==> src/rtl/imem_loader_pkg.sv <==
// Shared types and constants for the instruction-memory loader.
// The CSUM state exists only when IMEM_LOADER_CHECKSUM_EN is defined.
package imem_loader_pkg;

  localparam int WORD_BYTES = 4;
  localparam int HDR_BYTES  = 4;

  typedef enum logic [2:0] {
    S_IDLE  = 3'd0,
    S_HDR   = 3'd1,
    S_DATA  = 3'd2,
`ifdef IMEM_LOADER_CHECKSUM_EN
    S_WRITE = 3'd3,
    S_CSUM  = 3'd4
`else
    S_WRITE = 3'd3
`endif
  } state_e;

endpackage

==> src/rtl/imem_loader_byte_packer.sv <==
// Big-endian byte-to-word packer: holds the first three bytes of a word and
// presents the full word combinationally alongside the fourth byte.
module byte_packer
  import imem_loader_pkg::*;
(
  input  logic        clk,
  input  logic        reset_n,
  input  logic        clr_i,
  input  logic        shift_i,
  input  logic [7:0]  byte_i,
  output logic [31:0] word_o,
  output logic        complete_o
);

  logic [23:0] sr_q, sr_d;
  logic [1:0]  cnt_q, cnt_d;

  always_ff @(posedge clk or negedge reset_n) begin
    if (!reset_n) begin
      sr_q  <= '0;
      cnt_q <= '0;
    end else begin
      sr_q  <= sr_d;
      cnt_q <= cnt_d;
    end
  end

  always_comb begin
    sr_d  = sr_q;
    cnt_d = cnt_q;
    if (clr_i) begin
      sr_d  = '0;
      cnt_d = '0;
    end else if (shift_i) begin
      sr_d  = {sr_q[15:0], byte_i};
      cnt_d = cnt_q + 2'd1;
    end
  end

  // The count wraps to zero on the fourth byte, so consecutive words need no explicit clear.
  assign word_o     = {sr_q, byte_i};
  assign complete_o = shift_i && !clr_i && (cnt_q == 2'(WORD_BYTES - 1));

endmodule

==> src/rtl/imem_loader.sv <==
// Streams a length-prefixed, big-endian program into instruction memory.
// Define IMEM_LOADER_CHECKSUM_EN to append and verify an XOR checksum word.
module imem_loader
  import imem_loader_pkg::*;
#(
  parameter int ADDR_W    = 8,
  parameter int MAX_WORDS = 2 ** ADDR_W
) (
  input  logic              clk,
  input  logic              reset_n,
  input  logic              start,
  input  logic              in_valid,
  input  logic [7:0]        in_data,
  output logic              in_ready,
  output logic              mem_we,
  output logic [ADDR_W-1:0] mem_addr,
  output logic [31:0]       mem_wdata,
  output logic              busy,
  output logic              done,
  output logic              error
);

  localparam logic [31:0] MAX_WORDS_W = 32'(MAX_WORDS);

  state_e            state_q, state_d;
  logic [ADDR_W:0]   idx_q, idx_d;
  logic [ADDR_W:0]   len_q, len_d;
  logic [ADDR_W:0]   idx_inc;
  logic [ADDR_W-1:0] addr_q, addr_d;
  logic [31:0]       wdata_q, wdata_d;
  logic              done_q, done_d;
  logic              error_q, error_d;
`ifdef IMEM_LOADER_CHECKSUM_EN
  logic [31:0]       csum_q, csum_d;
`endif

  logic        pk_clr;
  logic        xfer;
  logic [31:0] pk_word;
  logic        pk_complete;

  assign xfer    = in_valid && in_ready;
  assign idx_inc = idx_q + 1'b1;

  byte_packer u_packer (
    .clk        (clk),
    .reset_n    (reset_n),
    .clr_i      (pk_clr),
    .shift_i    (xfer),
    .byte_i     (in_data),
    .word_o     (pk_word),
    .complete_o (pk_complete)
  );

  always_ff @(posedge clk or negedge reset_n) begin
    if (!reset_n) begin
      state_q <= S_IDLE;
      idx_q   <= '0;
      len_q   <= '0;
      addr_q  <= '0;
      wdata_q <= '0;
      done_q  <= 1'b0;
      error_q <= 1'b0;
`ifdef IMEM_LOADER_CHECKSUM_EN
      csum_q  <= '0;
`endif
    end else begin
      state_q <= state_d;
      idx_q   <= idx_d;
      len_q   <= len_d;
      addr_q  <= addr_d;
      wdata_q <= wdata_d;
      done_q  <= done_d;
      error_q <= error_d;
`ifdef IMEM_LOADER_CHECKSUM_EN
      csum_q  <= csum_d;
`endif
    end
  end

  always_comb begin
    state_d  = state_q;
    idx_d    = idx_q;
    len_d    = len_q;
    addr_d   = addr_q;
    wdata_d  = wdata_q;
    done_d   = done_q;
    error_d  = error_q;
    pk_clr   = 1'b0;
    in_ready = 1'b0;
`ifdef IMEM_LOADER_CHECKSUM_EN
    csum_d   = csum_q;
`endif

    case (state_q)
      S_IDLE: begin
        if (start) begin
          state_d = S_HDR;
          done_d  = 1'b0;
          error_d = 1'b0;
          idx_d   = '0;
          pk_clr  = 1'b1;
`ifdef IMEM_LOADER_CHECKSUM_EN
          csum_d  = '0;
`endif
        end
      end

      S_HDR: begin
        in_ready = 1'b1;
        if (pk_complete) begin
          if (pk_word == 32'd0) begin
            state_d = S_IDLE;
            done_d  = 1'b1;
          end else if (pk_word > MAX_WORDS_W) begin
            state_d = S_IDLE;
            done_d  = 1'b1;
            error_d = 1'b1;
          end else begin
            len_d   = pk_word[ADDR_W:0];
            state_d = S_DATA;
          end
        end
      end

      // Address and data are captured here so they are stable through WRITE and held afterwards.
      S_DATA: begin
        in_ready = 1'b1;
        if (pk_complete) begin
          addr_d  = idx_q[ADDR_W-1:0];
          wdata_d = pk_word;
          state_d = S_WRITE;
        end
      end

      S_WRITE: begin
        idx_d = idx_inc;
`ifdef IMEM_LOADER_CHECKSUM_EN
        csum_d = csum_q ^ wdata_q;
`endif
        if (idx_inc == len_q) begin
`ifdef IMEM_LOADER_CHECKSUM_EN
          state_d = S_CSUM;
`else
          state_d = S_IDLE;
          done_d  = 1'b1;
`endif
        end else begin
          state_d = S_DATA;
        end
      end

`ifdef IMEM_LOADER_CHECKSUM_EN
      S_CSUM: begin
        in_ready = 1'b1;
        if (pk_complete) begin
          if (pk_word != csum_q) begin
            error_d = 1'b1;
          end
          done_d  = 1'b1;
          state_d = S_IDLE;
        end
      end
`endif

      default: begin
        state_d = S_IDLE;
      end
    endcase
  end

  assign mem_we    = (state_q == S_WRITE);
  assign mem_addr  = addr_q;
  assign mem_wdata = wdata_q;
  assign busy      = (state_q != S_IDLE);
  assign done      = done_q;
  assign error     = error_q;

endmodule
==> config.mk <==
export PLATFORM = sky130hd
export DESIGN_NAME = imem_loader
export DESIGN_NICKNAME = d
export VERILOG_FILES = /design/src/rtl/imem_loader_pkg.sv /design/src/rtl/imem_loader_byte_packer.sv /design/src/rtl/imem_loader.sv
export SDC_FILE = /design/constraint.sdc
export NUM_CORES = 1
export LEC_CHECK = 0
export CAP_MARGIN = 40
export CELL_PAD_IN_SITES_DETAIL_PLACEMENT = 1
export CELL_PAD_IN_SITES_GLOBAL_PLACEMENT = 1
export CORE_MARGIN = 5
export CORE_UTILIZATION = 25
export CTS_BUF_LIST = sky130_fd_sc_hd__clkbuf_8
export DETAILED_ROUTE_END_ITERATION = 12
export PLACE_DENSITY = 0.55
export SLEW_MARGIN = 20
export SYNTH_ARGS = -nofsm -noshare
export SYNTH_HDL_FRONTEND = slang
export SYNTH_HIERARCHICAL = 1
export SYNTH_SLANG_ARGS = --single-unit
==> constraint.sdc <==
create_clock -name clk -period 3.2 [get_ports clk]
set_clock_uncertainty 0.05 [all_clocks]
set_input_delay 0.96 -clock clk [delete_from_list [all_inputs] [get_ports clk]]
set_output_delay 0.96 -clock clk [all_outputs]
set_load 0.05 [all_outputs]
==> run metrics, run 1 <==
top cells by area, synth dfrtp_1 53%, mux2_2 10%, mux2i_1 6.1%; outcome complete, no violations; fin util 31.5%; Post-DP Area 4940 sq um; Final Cell Area 5180 sq um; Cells after DPL 608; Int Pwr 0.00228 W; fin crit period 3090 ps; Buf/Inv on CP 3; commonest non-fill, non-tap cell in the layout dfrtp_1; Clock Latency Late Sink 360 ps; area leader, netlist dfrtp_1; synth unique cells 51; Slowest-stage cell, CP clkdlybuf4s50_1; H-Tree Depth 3; DR WL met2 4730 microns; Setup Crit Path Kind reg2out; peak supply drop 0.000226 V; DR top layer met4; Congestion Overflow GR 0; CTS clk-pin slew, worst paths 80 ps; Fmax 323 MHz; number of antenna diodes 0; Crit Path Max Fanout 7; Least-Margin Pin Slew 695 ps; Switch Pwr 0.00143 W; routed len/inst 16.4 microns; synthesis-stage register bit count 88; DIE AREA 19200 sq um; hold_buf cts 0; Syn. warnings 6; # IOs 57; GRT Overall Usage 11.1%; Rows 47; Met3 Routed Length 374 microns; M1 wire length 4970 microns; Final GP Congestion 0.734; Clk pwr share 23.6%; share of cells above drive strength 1 22.8%; DR pass1 iterations 4; CTS Buf Count 9; Final Hold Violating Endpoints 0; Antenna Nets Post-Route 0; vias in the first global route 3101; Worst path most repeated cell inv_1; CTS Sinks 88; Worst Setup End Kind primary output; Final period util 96.7%; Seq/Total Area, Yosys 53.4%; power consumption 0.00370 W; die height 138 microns; Syn Std Cell Area 4120 sq um; # DRC 0; initial antenna violation count 0; asr flop ratio synth 100%; Power Density 716 nW/um^2; postcts setup bufs 0; Core Region 16400 sq um; leakage 2.34 nW; max incr delay on CP 820 ps; initial core utilization 25.1%; worst relative slew slack 53.4%; cell-by-cell trace of the critical path inv_1 > ha_1 > inv_1 > clkdlybuf4s50_1; detailed placement HPWL 7590 microns; Via density 4.45; worst-case clock buffer depth 2; overall routed net length 10200 microns; Sw Share 38.5%; final non-filler cell total 624; WP data arrival 2080 ps; RSZ-0062 raised after global routing false; first-pass GRT wire length 17100 microns; most frequent cells in the layout 88 x dfrtp_1, 55 x clkdlybuf4s50_1, 38 x mux2_2; ys flop type dfrtp_1; number of port buffers 56; nets@finish 417; Synth top area share 53.4%; post-synthesis net count 355; WP data required 2190 ps; pin count of the biggest net entering global routing 40; Final Max Slew Viols 0; maxcap violations 0; die width 138 microns; First DRT Iteration DRCs 90; cell family with the largest share of critical-path delay buffers and inverters; number of flops mapped to enable cells by yosys 0; CTS resizes 0; sequential power share 41.0%; Root Driver clkbuf_8; final-report setup violation count 0; Gate Count Post-Synth 337; Gate power share 35.4%; CTS tree yes; vias post-DR 2778; Critical Path Start Type register; syn_area_per_cell 12.2 sq um; Area Growth Syn to Fin 25.6%; hold crit path type reg2reg
-- metrics by stage --
stage	setup TNS [ps]	setup slack, ps	hold WS [ps]
finish	0	106	442
global route	0	26.9	477
CTS	0	69.8	455
detailed placement	-29.6	-11.1	436
global placement	0	63.1	417
floorplan	0	446	440
-- state kept, by name (all words and copies together) (netlist names) --
signal / count
u_packer/cnt_q: 2
error: 1
u_packer/sr_q: 24
idx_q: 9
len_q: 9
state_q: 2
mem_addr: 8
mem_wdata: 32
done: 1
-- per-layer routing --
metal  track usage (%)  up-vias
met5                 0        -
met4              3.90        0
met3              2.28        9
met2              17.3       45
met1              15.3     1407
li1                  -     1317
-- cell usage after synthesis (2+ instances only) --
| master | n |
|---|---|
| a21o_1 | 3 |
| a21oi_1 | 7 |
| a22o_1 | 2 |
| a22oi_1 | 3 |
| and2_1 | 3 |
| buf_1 | 4 |
| buf_12 | 2 |
| buf_2 | 5 |
| buf_4 | 9 |
| buf_6 | 2 |
| dfrtp_1 | 88 |
| ha_1 | 6 |
| inv_1 | 8 |
| mux2_2 | 38 |
| mux2_4 | 9 |
| mux2i_1 | 25 |
| nand2_1 | 15 |
| nand2b_1 | 2 |
| nand3_1 | 3 |
| nand4_1 | 5 |
| nor2_1 | 28 |
| nor2b_1 | 3 |
| nor3_1 | 5 |
| nor4_1 | 7 |
| o21ai_0 | 13 |
| o311ai_0 | 2 |
| o31ai_1 | 2 |
| or2_2 | 3 |
| or3_1 | 4 |
| or4_1 | 3 |
| xnor2_1 | 7 |
| xor2_1 | 2 |
-- worst paths after layout --
kind                                    startpoint                      endpoint  slack [ps]  cells after the start
setup / recovery            state_q[0]$_DFFE_PN0P_                          busy         110                      4
min in group asynchronous                  reset_n       mem_addr[3]$_DFFE_PN0P_         530                      1
hold reg to reg            mem_addr[2]$_DFFE_PN0P_       mem_addr[2]$_DFFE_PN0P_         440                      2
hold / removal             mem_addr[2]$_DFFE_PN0P_       mem_addr[2]$_DFFE_PN0P_         440                      2
setup reg to reg            state_q[1]$_DFFE_PN0P_          len_q[8]$_DFFE_PN0P_         730                      8
max in group asynchronous                  reset_n  u_packer/sr_q[0]$_DFFE_PN0P_        1960                      2
-- tightest hold or removal path: stages (launching register included) --
cell and delay, ps:
dfrtp_1 350, nand2_1 50, o21ai_0 60
-- final cells by class --
| cell class | count | area, sq um |
|---|---|---|
| clock buffers | 11 | 151 |
| well taps | 220 | 275 |
| inverters | 8 | 30.0 |
| fillers | 1798 | 11200 |
| clock inverters | 5 | 80.1 |
| flip-flops and latches | 88 | 2200 |
| multi-input cells | 218 | 1720 |
| repair buffers | 74 | 718 |
-- power by group through the flow --
stage	Clock, W	Combinational [W]	Sequential (W)
detailed placement	0	0.00133	0.00155
global route	0.000959	0.00143	0.00155
finish	0.000874	0.00131	0.00152
global placement	0	0.00129	0.00154
floorplan	0	0.000898	0.00156
CTS	0.000915	0.00133	0.00153
-- logic make-up after synthesis --
kind of cell / share of synthesized area (%)
adder cells (fa/ha/maj): 1.82
multiplexers: 19.7
buffers and inverters: 4.95
flip-flops: 53.4
XOR/XNOR: 1.91
AO/OA/AOI/OAI: 6.86
AND/OR/NAND/NOR: 11.3
Power figures use the tool's default switching activity.
==> run 2: changes to the inputs <==
--- a/config.mk
+++ b/config.mk
@@ -13,6 +13,7 @@
 export CTS_BUF_LIST = sky130_fd_sc_hd__clkbuf_8
 export DETAILED_ROUTE_END_ITERATION = 12
 export PLACE_DENSITY = 0.55
+export SETUP_SLACK_MARGIN = 0.5
 export SLEW_MARGIN = 20
 export SYNTH_ARGS = -nofsm -noshare
 export SYNTH_HDL_FRONTEND = slang
==> run 2 against run 1 <==
  * Non-clock buffer count up 4
  * Count of clock-buffer cells in the layout down 1
  * Sequential power about the same
  * Worst hold slack better by 1.8 ps
  * Sequential share of layout area down 0.051 points
  * Core utilization about the same
  * Final cell count up 0.48%
  * Maximum frequency up 18%
  * Critical path type is now in2reg
  * Critical endpoint is now len_q[7]$_DFFE_PN0P_
  * Largest cell class unchanged
==> run metrics, run 2 (synthesis results as in run 1) <==
detailed placement HPWL 7480 microns (was 7590 microns); max incr delay on CP 540 ps (was 820 ps); peak supply drop 0.000236 V (was 0.000226 V); CTS Buf Count 9 (unchanged); Crit Path Max Fanout 4 (was 7); hold_buf cts 0 (unchanged); H-Tree Depth 3 (unchanged); Least-Margin Pin Slew 712 ps (was 695 ps); RSZ-0062 raised after global routing false (unchanged); Power Density 679 nW/um^2 (was 716 nW/um^2); outcome complete, no violations (unchanged); GR met2 Demand/Resource 17.2% (was 17.3%); vias in the first global route 3044 (was 3101); CTS clk-pin slew, worst paths 90 ps (was 80 ps); most frequent cells in the layout 88 x dfrtp_1, 44 x clkdlybuf4s50_1, 38 x mux2_2 (was 88 x dfrtp_1, 55 x clkdlybuf4s50_1, 38 x mux2_2); share of cells above drive strength 1 25.1% (was 22.8%); GRT Overall Usage 11.1% (about the same); final-report setup violation count 0 (unchanged); fin util 31.6% (was 31.5%); Via density 4.49 (was 4.45); WP data required 3400 ps (was 2190 ps); worst relative slew slack 52.2% (was 53.4%); number of antenna diodes 0 (unchanged); # IOs 57 (unchanged); Final Max Slew Viols 0 (unchanged); fin crit period 2620 ps (was 3090 ps); initial core utilization 25.1% (unchanged); Congestion Overflow GR 0 (unchanged); Area Growth Syn to Fin 25.7% (was 25.6%); Clock Latency Late Sink 350 ps (was 360 ps); first-pass GRT wire length 17100 microns (about the same); max reg flops 32 (unchanged); Core Region 16400 sq um (unchanged); Rows 47 (unchanged); Root Driver clkbuf_8 (unchanged); Worst Setup End Kind register (was primary output); Top Usage Layer GRT met2 (unchanged); cell-by-cell trace of the critical path dlygate4sd2_1 > or4_4 > o21a_1 > nor4_2 > and2_4 > bufbuf_16 > mux2_4 (was inv_1 > ha_1 > inv_1 > clkdlybuf4s50_1); die height 138 microns (unchanged); Fmax 381 MHz (was 323 MHz); # DRC 0 (unchanged); First DRT Iteration DRCs 122 (was 90); DR pass1 iterations 4 (unchanged); WP data arrival 2820 ps (was 2080 ps); maxcap violations 0 (unchanged); DIE AREA 19200 sq um (unchanged); vias post-DR 2813 (was 2778); Layout fillers 1768 (was 1798); Final period util 81.9% (was 96.7%); hold slack 443 ps (was 442 ps); CTS tree yes (unchanged); routed len/inst 16.2 microns (was 16.4 microns); CTS Sinks 88 (unchanged); die width 138 microns (unchanged); commonest non-fill, non-tap cell in the layout dfrtp_1 (unchanged); Storage cell area 2200 sq um (unchanged); multi-input logic area 1740 sq um (was 1720 sq um); Reg2Reg Depth 8 (unchanged); worst hold path depth 2 (unchanged); nets@finish 421 (was 417); number of port buffers 56 (unchanged); met1 global-route usage 15.5% (was 15.3%); worst-case clock buffer depth 2 (unchanged); initial antenna violation count 0 (unchanged); Setup Crit Path Kind in2reg (was reg2out); Antenna Nets Post-Route 0 (unchanged); overall routed net length 10200 microns (about the same); GR met3 Demand/Resource 2.24% (was 2.28%); leakage 2.36 nW (was 2.34 nW); setup TNS 0 ps (unchanged); Final Hold Violating Endpoints 0 (unchanged); Final GP Congestion 0.751 (was 0.734); hold crit path type reg2reg (unchanged); pin count of the biggest net entering global routing 41 (was 40); Slowest-stage cell, CP or4_4 (was clkdlybuf4s50_1); Critical Path Start Type input port (was register)
run 2: cell count changes in the layout (fill, tap and decap cells not counted), moves of 2 or more:
| cell | previous run | this run |
|---|---|---|
| dlygate4sd2_1 | 0 | 8 |
| bufinv_16 | 2 | 0 |
| clkdlybuf4s15_2 | 0 | 3 |
| buf_4 | 17 | 20 |
| inv_1 | 9 | 11 |
| clkdlybuf4s50_1 | 55 | 44 |
run 2: metrics by stage:
step | total power, W | setup WS [ps] | cells | area (sq um)
after CTS | 0.00356 | 489 | 626 | 5160
after global routing | 0.00376 | 499 | 627 | 5180
after floorplan | 0.00246 | 477 | 337 | 4140
after detailed placement | 0.00286 | 61.8 | 608 | 4950
after global placement | 0.00283 | 65.5 | 608 | 4950
final | 0.00352 | 578 | 627 | 5180
run 2: path summary, 6_finish.rpt:
check	endpoint	from	slack [ps]
hold / removal	mem_addr[4]$_DFFE_PN0P_	mem_addr[4]$_DFFE_PN0P_	440
hold reg to reg	mem_addr[4]$_DFFE_PN0P_	mem_addr[4]$_DFFE_PN0P_	440
min in group asynchronous	mem_addr[1]$_DFFE_PN0P_	reset_n	540
setup reg to reg	len_q[7]$_DFFE_PN0P_	state_q[1]$_DFFE_PN0P_	780
max in group asynchronous	mem_wdata[21]$_DFFE_PN0P_	reset_n	1850
setup / recovery	len_q[7]$_DFFE_PN0P_	in_data[6]	580
run 2: what timing repair did:
item | 4_1_cts | 5_1_grt
gates cloned | 1 | 0
endpoints found under the setup margin | 12 | 11
pin swaps | 4 | 2
buffers inserted | 2 | 1
gates resized for setup | 18 | 4
run 2: critical path, delay by kind of cell:
kind	cells	cell delay, ps
compound gates	1	220
buf+inv	2	490
mux	1	290
simple gates	3	850
run 2: area by class of cell:
class / count / area share (%)
Sequential cell: 88 / 42.5
Multi-Input combinational cell: 218 / 33.6
Timing Repair Buffer: 78 / 14.8
Tap cell: 220 / 5.31
Clock buffer: 10 / 2.66
Inverter: 8 / 0.579
Clock inverter: 5 / 0.531
run 2: metal layers:
metal | vias up | part of all wire, % | routed length (microns)
met5 | - | 0 | 0
met4 | 0 | 1.5 | 151
met3 | 11 | 3.0 | 310
met2 | 40 | 45 | 4620
met1 | 1430 | 50 | 5100
li1 | 1332 | - | -
run 2: report_power, final:
group          internal [W]  switching (W)
Combinational      0.000504       0.000809
Sequential          0.00130       0.000214
Clock              0.000293       0.000396
Total               0.00210        0.00142
==> run 3: changes to the inputs <==
==> constraint.sdc (replaced) <==
create_clock -name clk -period 2.45 [get_ports clk]
set_clock_uncertainty 0.05 [all_clocks]
set_input_delay 0.735 -clock clk [delete_from_list [all_inputs] [get_ports clk]]
set_output_delay 0.735 -clock clk [all_outputs]
set_load 0.05 [all_outputs]
==> run 3 against run 2 <==
  * Total power increased by 53%
  * Register-to-register slack worse by 540 ps
  * Count of clock-buffer cells in the layout is the same
  * Worst hold slack worse by 250 ps
  * Die area unchanged
  * Combinational power increased by 73%
  * Clock power increased by 61%
  * First-iteration DRC count down 36%
  * Final cell count is 4.6% higher
  * Flip-flop and latch count is the same
  * Sequential share of layout area decreased by 4.3 points
  * Global-route usage up 0.65 points
  * Highest routed layer unchanged
==> run metrics, run 3 (synthesis results as in run 1) <==
detailed placement HPWL 7640 microns (was 7480 microns); Crit Path Max Fanout 4 (unchanged); Setup Crit Path Kind in2reg (unchanged); Cells after DPL 615 (was 608); fin util 35.2% (was 31.6%); GRT Overall Usage 11.8% (was 11.1%); peak supply drop 0.000300 V (was 0.000236 V); Final period util 90.5%; CTS Sinks 88 (unchanged); initial core utilization 25.1% (unchanged); Final GP Congestion 0.775 (was 0.751); WP data arrival 2420 ps (was 2820 ps); first-pass GRT wire length 18100 microns (was 17100 microns); number of port buffers 56 (unchanged); initial antenna violation count 0 (unchanged); CTS clk-pin slew, worst paths 90 ps (about the same); pin count of the biggest net entering global routing 36 (was 41); number of antenna diodes 0 (unchanged); routed len/inst 16.8 microns (was 16.2 microns); Fmax 451 MHz; outcome complete, no violations (unchanged); DR pass1 iterations 4 (unchanged); hold_buf cts 0 (unchanged); die width 138 microns (unchanged); Worst Setup End Kind register (unchanged); final-report setup violation count 0 (unchanged); most frequent cells in the layout 85 x dfrtp_1, 38 x mux2_2, 36 x buf_4 (was 88 x dfrtp_1, 44 x clkdlybuf4s50_1, 38 x mux2_2); share of cells above drive strength 1 45.9% (was 25.1%); Rows 47 (unchanged); setup TNS 0 ps (unchanged); Critical Path Start Type input port (unchanged); Antenna Nets Post-Route 0 (unchanged); vias in the first global route 3195 (was 3044); H-Tree Depth 3 (unchanged); max reg flops 32 (unchanged); Root Driver clkbuf_8 (unchanged); # DRC 0 (unchanged); commonest non-fill, non-tap cell in the layout dfrtp_1 (unchanged); fin crit period 2220 ps; First DRT Iteration DRCs 78 (was 122); Least-Margin Pin Slew 679 ps (was 712 ps); Via density 4.45 (was 4.49); worst-case clock buffer depth 2 (unchanged); die height 138 microns (unchanged); maxcap violations 0 (unchanged); overall routed net length 11000 microns (was 10200 microns); nets@finish 449 (was 421); Final Max Slew Viols 0 (unchanged); # IOs 57 (unchanged); vias post-DR 2920 (was 2813); CTS Buf Count 9 (unchanged); Congestion Overflow GR 0 (unchanged); Clock Latency Late Sink 360 ps (was 350 ps); Core Region 16400 sq um (unchanged); final non-filler cell total 656 (was 627); RSZ-0062 raised after global routing true (was false); DIE AREA 19200 sq um (unchanged); Final Hold Violating Endpoints 0 (unchanged); CTS tree yes (unchanged); hold crit path type in2async (was reg2reg); Power Density 928 nW/um^2 (was 679 nW/um^2); WP data required 2650 ps (was 3400 ps); Area Growth Syn to Fin 40.2% (was 25.7%); worst relative slew slack 54.4% (was 52.2%); leakage 2.66 nW (was 2.36 nW)
run 3: stage by stage:
step | total power [W] | setup WS [ps] | hold slack, ps | area, sq um
floorplan | 0.00329 | -47.8 | 389 | 4210
global placement | 0.00392 | -442 | 417 | 5100
detailed placement | 0.00395 | -462 | 436 | 5100
CTS | 0.00521 | 104 | 182 | 5560
global route | 0.00570 | 114 | 193 | 5780
finish | 0.00536 | 232 | 190 | 5780
run 3: metal layers:
layer	track usage [%]	wire length, microns	share of wire [%]	up-vias
li1	-	-	-	1388
met1	16.4	5440	49	1479
met2	18.3	5110	46	41
met3	2.42	319	2.9	12
met4	3.90	159	1.4	0
met5	0	0	0	-
run 3: power by group:
group	total, W	leakage (nW)	internal [W]	switching (W)
combinational	0.00227	1.33	0.00102	0.00125
clock	0.00111	0.120	0.000591	0.000518
sequential	0.00199	1.20	0.00170	0.000286
run 3: final timing paths:
path	startpoint	end	slack, ps	cells after the start
min	reset_n	mem_wdata[25]$_DFFE_PN0P_	190	1
max in group asynchronous	reset_n	idx_q[3]$_DFFE_PN0P_	1590	2
min reg2reg	mem_addr[2]$_DFFE_PN0P_	mem_addr[2]$_DFFE_PN0P_	440	2
max reg2reg	state_q[1]$_DFFE_PN0P_	len_q[7]$_DFFE_PN0P_	240	9
max	in_data[2]	len_q[8]$_DFFE_PN0P_	230	9
min in group clk	mem_addr[2]$_DFFE_PN0P_	mem_addr[2]$_DFFE_PN0P_	440	2
run 3: final cells by class:
cell class / count / area [sq um]
fill: 1759 / 10600
sequential: 88 / 2210
multi-input combinational: 218 / 1870
timing repair buffer: 106 / 1190
tap: 220 / 275
clock buffer: 10 / 138
clock inverter: 6 / 76.3
inverter: 8 / 32.5
run 3: critical path, stage by stage:
cell	delay, ps
buf_6	90
or4_4	530
buf_4	150
nor3_2	150
nor4_2	70
and2_4	160
buf_12	120
buf_16	120
mux2_4	280
run 3: repair_timing:
| item | 4_1_cts | 5_1_grt |
|---|---|---|
| pin swaps | 7 | 10 |
| setup endpoints to repair | 83 | 58 |
| gates resized for setup | 167 | 28 |
| setup buffers | 10 | 9 |
| gates cloned | 3 | 3 |
